File: config.mk
export PLATFORM = sky130hd
export DESIGN_NAME = fp_to_int
export DESIGN_NICKNAME = d
export VERILOG_FILES = /design/src/rtl/fp_to_int.sv
export SDC_FILE = /design/constraint.sdc
export NUM_CORES = 1
export LEC_CHECK = 0
export CORE_ASPECT_RATIO = 1.75
export CORE_MARGIN = 5
export CORE_UTILIZATION = 38
export CTS_CLUSTER_DIAMETER = 30
export DETAILED_ROUTE_END_ITERATION = 8
export PLACE_DENSITY = 0.57
export SETUP_SLACK_MARGIN = 0.3
export SLEW_MARGIN = 15
export SYNTH_ARGS = -nofsm -noshare
export SYNTH_HDL_FRONTEND = slang
export SYNTH_SLANG_ARGS = --single-unit
File: constraint.sdc
create_clock -name in_clk -period 12.52 [get_ports in_clk]
set_input_delay 2.504 -clock in_clk [delete_from_list [all_inputs] [get_ports in_clk]]
set_output_delay 2.504 -clock in_clk [all_outputs]
set_load 0.01 [all_outputs]
File: src/rtl/fp_to_int.sv
// fp_to_int: multi-cycle FP-to-integer converter for FCVT.{W,WU,L,LU}.{S,D}.
// Alignment uses a 1-bit/cycle shifter, so latency follows the operand exponent.
module fp_to_int #(
    parameter int DATA_WIDTH = 64
) (
    input  logic                  in_clk,
    input  logic                  in_rst_n,
    input  logic                  in_valid,
    input  logic [DATA_WIDTH-1:0] in_data,
    input  logic [1:0]            in_fmt,
    input  logic                  in_out_fmt,
    input  logic [2:0]            in_rm,
    output logic                  out_ready,
    output logic                  out_valid,
    output logic [DATA_WIDTH-1:0] out_data,
    output logic [4:0]            out_flag
);

    typedef enum logic [2:0] {
        S_IDLE,
        S_UNPACK,
        S_SHIFT,
        S_ROUND,
        S_DONE
    } state_t;

    state_t state_q, state_d;

    // Latched request
    logic [63:0] op_q, op_d;
    logic        dbl_q, dbl_d;
    logic        uns_q, uns_d;
    logic        o64_q, o64_d;
    logic [2:0]  rm_q, rm_d;

    // Unpacked / aligning operand
    logic        sign_q, sign_d;
    logic        nan_q, nan_d;
    logic        big_q, big_d;
    logic        left_q, left_d;
    logic [5:0]  cnt_q, cnt_d;
    logic [64:0] mag_q, mag_d;
    logic        g_q, g_d;
    logic        s_q, s_d;

    // Rounded result and output registers
    logic [63:0] res_q, res_d;
    logic [4:0]  flag_q, flag_d;
    logic [63:0] out_data_q, out_data_d;
    logic [4:0]  out_flag_q, out_flag_d;
    logic        out_valid_q, out_valid_d;

    // Unpack combinational signals
    logic               u_sign, u_nan, u_big, u_left, u_s;
    logic [5:0]         u_cnt;
    logic [64:0]        u_mag;
    logic               exp_zero, exp_max, frac_nz, box_bad;
    logic signed [12:0] u_e, u_lim;
    logic [52:0]        u_m;

    // Round combinational signals
    logic        r_inc, r_ovf, r_nv, r_pos, r_nx;
    logic [64:0] r_mag, r_half;
    logic [63:0] r_val, r_res;

    assign out_ready = (state_q == S_IDLE);
    assign out_valid = out_valid_q;
    assign out_data  = out_data_q;
    assign out_flag  = out_flag_q;

    always_comb begin
        u_sign   = 1'b0;
        u_nan    = 1'b0;
        u_big    = 1'b0;
        u_left   = 1'b0;
        u_s      = 1'b0;
        u_cnt    = '0;
        u_mag    = '0;
        exp_zero = 1'b0;
        exp_max  = 1'b0;
        frac_nz  = 1'b0;
        box_bad  = 1'b0;
        u_e      = '0;
        u_m      = '0;
        if (dbl_q) begin
            u_sign   = op_q[63];
            exp_zero = (op_q[62:52] == '0);
            exp_max  = (op_q[62:52] == '1);
            frac_nz  = |op_q[51:0];
            u_e      = $signed({2'b00, op_q[62:52]}) - 13'sd1023;
            u_m      = {1'b1, op_q[51:0]};
        end else begin
            u_sign   = op_q[31];
            exp_zero = (op_q[30:23] == '0);
            exp_max  = (op_q[30:23] == '1);
            frac_nz  = |op_q[22:0];
            box_bad  = (op_q[63:32] != '1);
            u_e      = $signed({5'b00000, op_q[30:23]}) - 13'sd127;
            u_m      = {1'b1, op_q[22:0], 29'b0};
        end
        u_lim = o64_q ? 13'sd64 : 13'sd32;
        // Infinity lands in the e >= N branch since its exponent exceeds 64.
        if (box_bad || (exp_max && frac_nz)) begin
            u_nan = 1'b1;
        end else if (exp_zero) begin
            u_s = frac_nz;
        end else if (u_e >= u_lim) begin
            u_big = 1'b1;
        end else if (u_e < -13'sd1) begin
            u_s = 1'b1;
        end else if (u_e >= 13'sd52) begin
            u_left = 1'b1;
            u_cnt  = 6'(u_e - 13'sd52);
            u_mag  = {12'b0, u_m};
        end else begin
            u_cnt = 6'(13'sd52 - u_e);
            u_mag = {12'b0, u_m};
        end
    end

    always_comb begin
        case (rm_q)
            3'b000:  r_inc = g_q & (mag_q[0] | s_q);
            3'b010:  r_inc = (g_q | s_q) & sign_q;
            3'b011:  r_inc = (g_q | s_q) & ~sign_q;
            3'b100:  r_inc = g_q;
            default: r_inc = 1'b0;
        endcase
        r_mag  = mag_q + {64'b0, r_inc};
        r_half = o64_q ? {1'b0, 1'b1, 63'b0} : {33'b0, 1'b1, 31'b0};
        if (uns_q) begin
            r_ovf = sign_q ? (r_mag != '0) : (r_mag >= {r_half[63:0], 1'b0});
        end else begin
            r_ovf = sign_q ? (r_mag > r_half) : (r_mag >= r_half);
        end
        r_nv  = nan_q | big_q | r_ovf;
        r_pos = nan_q | ~sign_q;
        if (r_nv) begin
            if (uns_q) begin
                r_val = r_pos ? '1 : '0;
            end else begin
                r_val = r_pos ? (r_half[63:0] - 64'd1) : (~r_half[63:0] + 64'd1);
            end
        end else begin
            r_val = sign_q ? (~r_mag[63:0] + 64'd1) : r_mag[63:0];
        end
        r_res = o64_q ? r_val : {{32{r_val[31]}}, r_val[31:0]};
        r_nx  = (g_q | s_q) & ~r_nv;
    end

    always_comb begin
        state_d = state_q;
        case (state_q)
            S_IDLE:   if (in_valid) state_d = S_UNPACK;
            S_UNPACK: state_d = (u_cnt == '0) ? S_ROUND : S_SHIFT;
            S_SHIFT:  if (cnt_q == 6'd1) state_d = S_ROUND;
            S_ROUND:  state_d = S_DONE;
            S_DONE:   state_d = S_IDLE;
            default:  state_d = S_IDLE;
        endcase
    end

    always_comb begin
        op_d        = op_q;
        dbl_d       = dbl_q;
        uns_d       = uns_q;
        o64_d       = o64_q;
        rm_d        = rm_q;
        sign_d      = sign_q;
        nan_d       = nan_q;
        big_d       = big_q;
        left_d      = left_q;
        cnt_d       = cnt_q;
        mag_d       = mag_q;
        g_d         = g_q;
        s_d         = s_q;
        res_d       = res_q;
        flag_d      = flag_q;
        out_data_d  = out_data_q;
        out_flag_d  = out_flag_q;
        out_valid_d = 1'b0;
        case (state_q)
            S_IDLE: begin
                if (in_valid) begin
                    op_d  = in_data;
                    dbl_d = in_fmt[1];
                    uns_d = in_fmt[0];
                    o64_d = in_out_fmt;
                    rm_d  = in_rm;
                end
            end
            S_UNPACK: begin
                sign_d = u_sign;
                nan_d  = u_nan;
                big_d  = u_big;
                left_d = u_left;
                cnt_d  = u_cnt;
                mag_d  = u_mag;
                g_d    = 1'b0;
                s_d    = u_s;
            end
            S_SHIFT: begin
                cnt_d = cnt_q - 6'd1;
                if (left_q) begin
                    mag_d = mag_q << 1;
                end else begin
                    mag_d = mag_q >> 1;
                    g_d   = mag_q[0];
                    s_d   = s_q | g_q;
                end
            end
            S_ROUND: begin
                res_d  = r_res;
                flag_d = {r_nv, 3'b000, r_nx};
            end
            S_DONE: begin
                out_data_d  = res_q;
                out_flag_d  = flag_q;
                out_valid_d = 1'b1;
            end
            default: ;
        endcase
    end

    always_ff @(posedge in_clk or negedge in_rst_n) begin
        if (!in_rst_n) begin
            state_q     <= S_IDLE;
            op_q        <= '0;
            dbl_q       <= 1'b0;
            uns_q       <= 1'b0;
            o64_q       <= 1'b0;
            rm_q        <= '0;
            sign_q      <= 1'b0;
            nan_q       <= 1'b0;
            big_q       <= 1'b0;
            left_q      <= 1'b0;
            cnt_q       <= '0;
            mag_q       <= '0;
            g_q         <= 1'b0;
            s_q         <= 1'b0;
            res_q       <= '0;
            flag_q      <= '0;
            out_data_q  <= '0;
            out_flag_q  <= '0;
            out_valid_q <= 1'b0;
        end else begin
            state_q     <= state_d;
            op_q        <= op_d;
            dbl_q       <= dbl_d;
            uns_q       <= uns_d;
            o64_q       <= o64_d;
            rm_q        <= rm_d;
            sign_q      <= sign_d;
            nan_q       <= nan_d;
            big_q       <= big_d;
            left_q      <= left_d;
            cnt_q       <= cnt_d;
            mag_q       <= mag_d;
            g_q         <= g_d;
            s_q         <= s_d;
            res_q       <= res_d;
            flag_q      <= flag_d;
            out_data_q  <= out_data_d;
            out_flag_q  <= out_flag_d;
            out_valid_q <= out_valid_d;
        end
    end

endmodule

==> results.json <==
{
  "rsz0062_at_grt": "false",
  "multi_input_comb_area_mm2": 0.00914,
  "peakVddDrop_mv": 0.149,
  "crit_type": "flop to flop",
  "min_path_cells": 2,
  "hold_viol": 0,
  "grt_remaining_overflow": 0,
  "clock_tree.buffer_depth": 3,
  "grt.total_usage_pct": 19.1,
  "clockRootBuffer": "clkbuf_16",
  "ys_seq_elements": 283,
  "cts_made_buffers": 40,
  "slew_headroom_pct": 27.7,
  "synth-main-ff-cell": "dfrtp_1",
  "worst-path-buf-inv": 1,
  "fin_nets": 1868,
  "synthTopCellsByCount": "283 x dfrtp_1, 172 x nand2_1, 133 x mux2_2",
  "core-area_mm2": 0.0443,
  "drt_iter0_markers": 951,
  "crit_family": "simple AND/OR/NAND/NOR gates",
  "nFillCells": 4220,
  "drt-vias-per-instance": 5.60,
  "period_needed_ns": 6.49,
  "synth.top_cells.by_area": "dfrtp_1 42%, mux2_2 8.8%, mux2i_1 5.8%",
  "p_comb_share_pct": 50.0,
  "skew_ns": 0.0342,
  "portBuffers": 140,
  "synth_top_area_share_pct": 41.7,
  "cts_hold_buf": 0,
  "cts_tree": "built",
  "async_flop_share_pct": 100,
  "power_density_mw_per_mm2": 301,
  "layout-drive-gt1-share_pct": 16.0,
  "cp_max_fo": 44,
  "slew_viol_final": 0,
  "place_area_mm2": 0.0186,
  "drc_errors": 0,
  "cts.sinks": 283,
  "area_growth_pct": 17.9,
  "die_h_um": 290,
  "hold_path.class": "flop to flop",
  "synth-seq-area-share_pct": 41.7,
  "slowest_stage": "or3_1",
  "arrival_ns": 6.92,
  "syn_area_mm2": 0.0170,
  "drtPass1Iterations": 5,
  "clk_latency_ns": 0.57,
  "antenna_left": 0,
  "synth_cells": 1719,
  "p_seq_share_pct": 30.6,
  "antenna_found_initial": 0,
  "seq_area_mm2": 0.00709,
  "grt_pass1_wl_mm": 76.1,
  "die_area_mm2": 0.0492,
  "finalSetupTns_ns": 0,
  "leakage_uw": 0.00786,
  "avgSynthCellArea_um2": 9.88,
  "clk_pin_slew_ns": 0.05,
  "place_congestion": 0.906,
  "cts-resized-gates": 0,
  "cp.required_ns": 12.94,
  "clock.fmax_ghz": 0.154,
  "maxCapViolations": 0,
  "setup_viol": 0,
  "yosysWarnings": 0,
  "dpl.hpwl_mm": 35.9,
  "grt_max_degree": 97,
  "grt_pass1_vias": 13300,
  "drt-wirelength-per-cell_um": 20.0,
  "yosys.area.top_type": "dfrtp_1",
  "synth.distinct_cells": 81,
  "vias": 13300,
  "synth-edff-count": 0,
  "post-place-ws_ns": 5.64,
  "htree_levels": 2,
  "swShare_pct": 43.3,
  "stdcell_area_mm2": 0.0200,
  "r2r_cells": 18,
  "dieWidth_um": 170,
  "crit_path_cell_trace": "nor2_1 -> nor3b_1 -> a21oi_1 -> o21ai_0 -> ha_1 -> ha_1 -> and3_1 -> nand3_1 -> or3_1 -> nor3_1 -> xnor2_1 -> nand4_1 -> or3_1 -> a2111oi_2 -> o211a_1 -> buf_4 -> nand3_2 -> o221a_2",
  "critPathCaptureType": "flop",
  "clkPwrFrac_pct": 19.4,
  "cp_num_cells": 18,
  "tightest_slew_ns": 1.08,
  "initial_utilization_pct": 38.3,
  "intPower_uw": 3420,
  "synth_most_common_cell": "dfrtp_1",
  "fin_crit_sh_pct": 51.9,
  "start_kind": "flop",
  "total_power_uw": 6030,
  "antenna_cells": 0,
  "post_cts_buffers": 0,
  "routed_wl_mm": 47.6,
  "max_stage_delay_ns": 0.60,
  "status": "completed",
  "core.rowCount": 102,
  "pin_count": 144,
  "switching_power_uw": 2610,
  "fin_util_pct": 45.2,
  "worst_slack_ns": 6.03
}
final cells by class:
class / count / share of cell area, %
flip-flops and latches: 283 / 35.4
multi-input cells: 1260 / 45.7
inverters: 32 / 0.600
repair buffers: 158 / 7.70
clock inverters: 30 / 1.86
clock buffers: 44 / 5.22
well taps: 572 / 3.57
flip-flops by register name, summed over array words and instances, names as in the netlist, 2 cells and up:
signal	count
mag_q	65
op_q	64
out_data	64
res_q	64
cnt_q	6
rm_q	3
state_q	3
flag_q	2
out_flag	2
path summary, 6_finish.rpt:
path | startpoint | to | slack, ns
hold reg to reg | res_q[12] | res_q[12] | 0.47
setup reg to reg | g_q | res_q[58] | 6.03
hold / removal | res_q[12] | res_q[12] | 0.47
min in group asynchronous | in_rst_n | op_q[39] | 1.94
setup / recovery | g_q | res_q[58] | 6.03
max in group asynchronous | in_rst_n | left_q | 8.30
per-layer routing:
metal / track usage (%) / vias up / part of all wire [%]
met5: 0 / - / 0
met4: 6.45 / 0 / 3.1
met3: 2.27 / 81 / 4.0
met2: 34.4 / 356 / 51
met1: 23.6 / 6450 / 41
li1: - / 6424 / -
stage by stage:
stage,hold WS (ns),std cells
after global placement,0.460,2305
after CTS,0.484,2379
final,0.474,2379
after floorplan,0.439,1721
after detailed placement,0.466,2305
after global routing,0.502,2379
cell usage in the layout (no fill, tap or decap), drive strengths merged, types with 7 or more instances in the layout:
| cell type | netlist | layout |
|---|---|---|
| nand3 | 57 | 57 |
| and4 | 14 | 14 |
| nor4 | 42 | 42 |
| nor2 | 85 | 85 |
| or4 | 8 | 8 |
| clkinv | 1 | 15 |
| mux2 | 133 | 133 |
| o21ai | 101 | 101 |
| or3 | 12 | 12 |
| nor3b | 8 | 8 |
| xor2 | 59 | 59 |
| or2 | 11 | 11 |
| clkbuf | 88 | 44 |
| a211oi | 7 | 7 |
| nand4 | 38 | 38 |
| xnor2 | 86 | 86 |
| clkdlybuf4s50 | 0 | 139 |
| nor3 | 36 | 36 |
| a31oi | 8 | 8 |
| and3 | 13 | 13 |
| inv | 31 | 39 |
| mux2i | 98 | 98 |
| nand2 | 172 | 172 |
| ha | 20 | 20 |
| o31ai | 15 | 15 |
| o221ai | 30 | 30 |
| and2 | 17 | 17 |
| dfrtp | 283 | 283 |
| buf | 58 | 19 |
| a21oi | 46 | 46 |
| nor2b | 7 | 7 |
| o221a | 30 | 30 |
| a221o | 26 | 26 |
kinds of logic (layout without fill, tap and decap cells):
| kind of cell | after synthesis | in the layout | share of synthesized area (%) |
|---|---|---|---|
| flops | 283 | 283 | 41.7 |
| fa+ha+maj | 20 | 20 | 1.47 |
| xor+xnor | 145 | 145 | 7.48 |
| other cells | 1 | 3 | 0.0221 |
| compound gates | 314 | 314 | 13.3 |
| mux | 231 | 231 | 14.6 |
| simple gates | 547 | 547 | 16.7 |
| buf+inv | 178 | 264 | 4.69 |
power groups by stage:
stage	registers [uW]	logic, uW	clock network, uW
floorplan	1610	2320	0
global placement	1840	3010	0
detailed placement	1860	3030	0
CTS	1840	3050	1200
global route	1910	3330	1240
finish	1840	3020	1170
tightest hold or removal path, cell delays in order, from the launching register on:
cell and delay (ns):
dfrtp_1 0.34, nand2_1 0.05, o21ai_0 0.06
(Power assumes the default switching activity.)
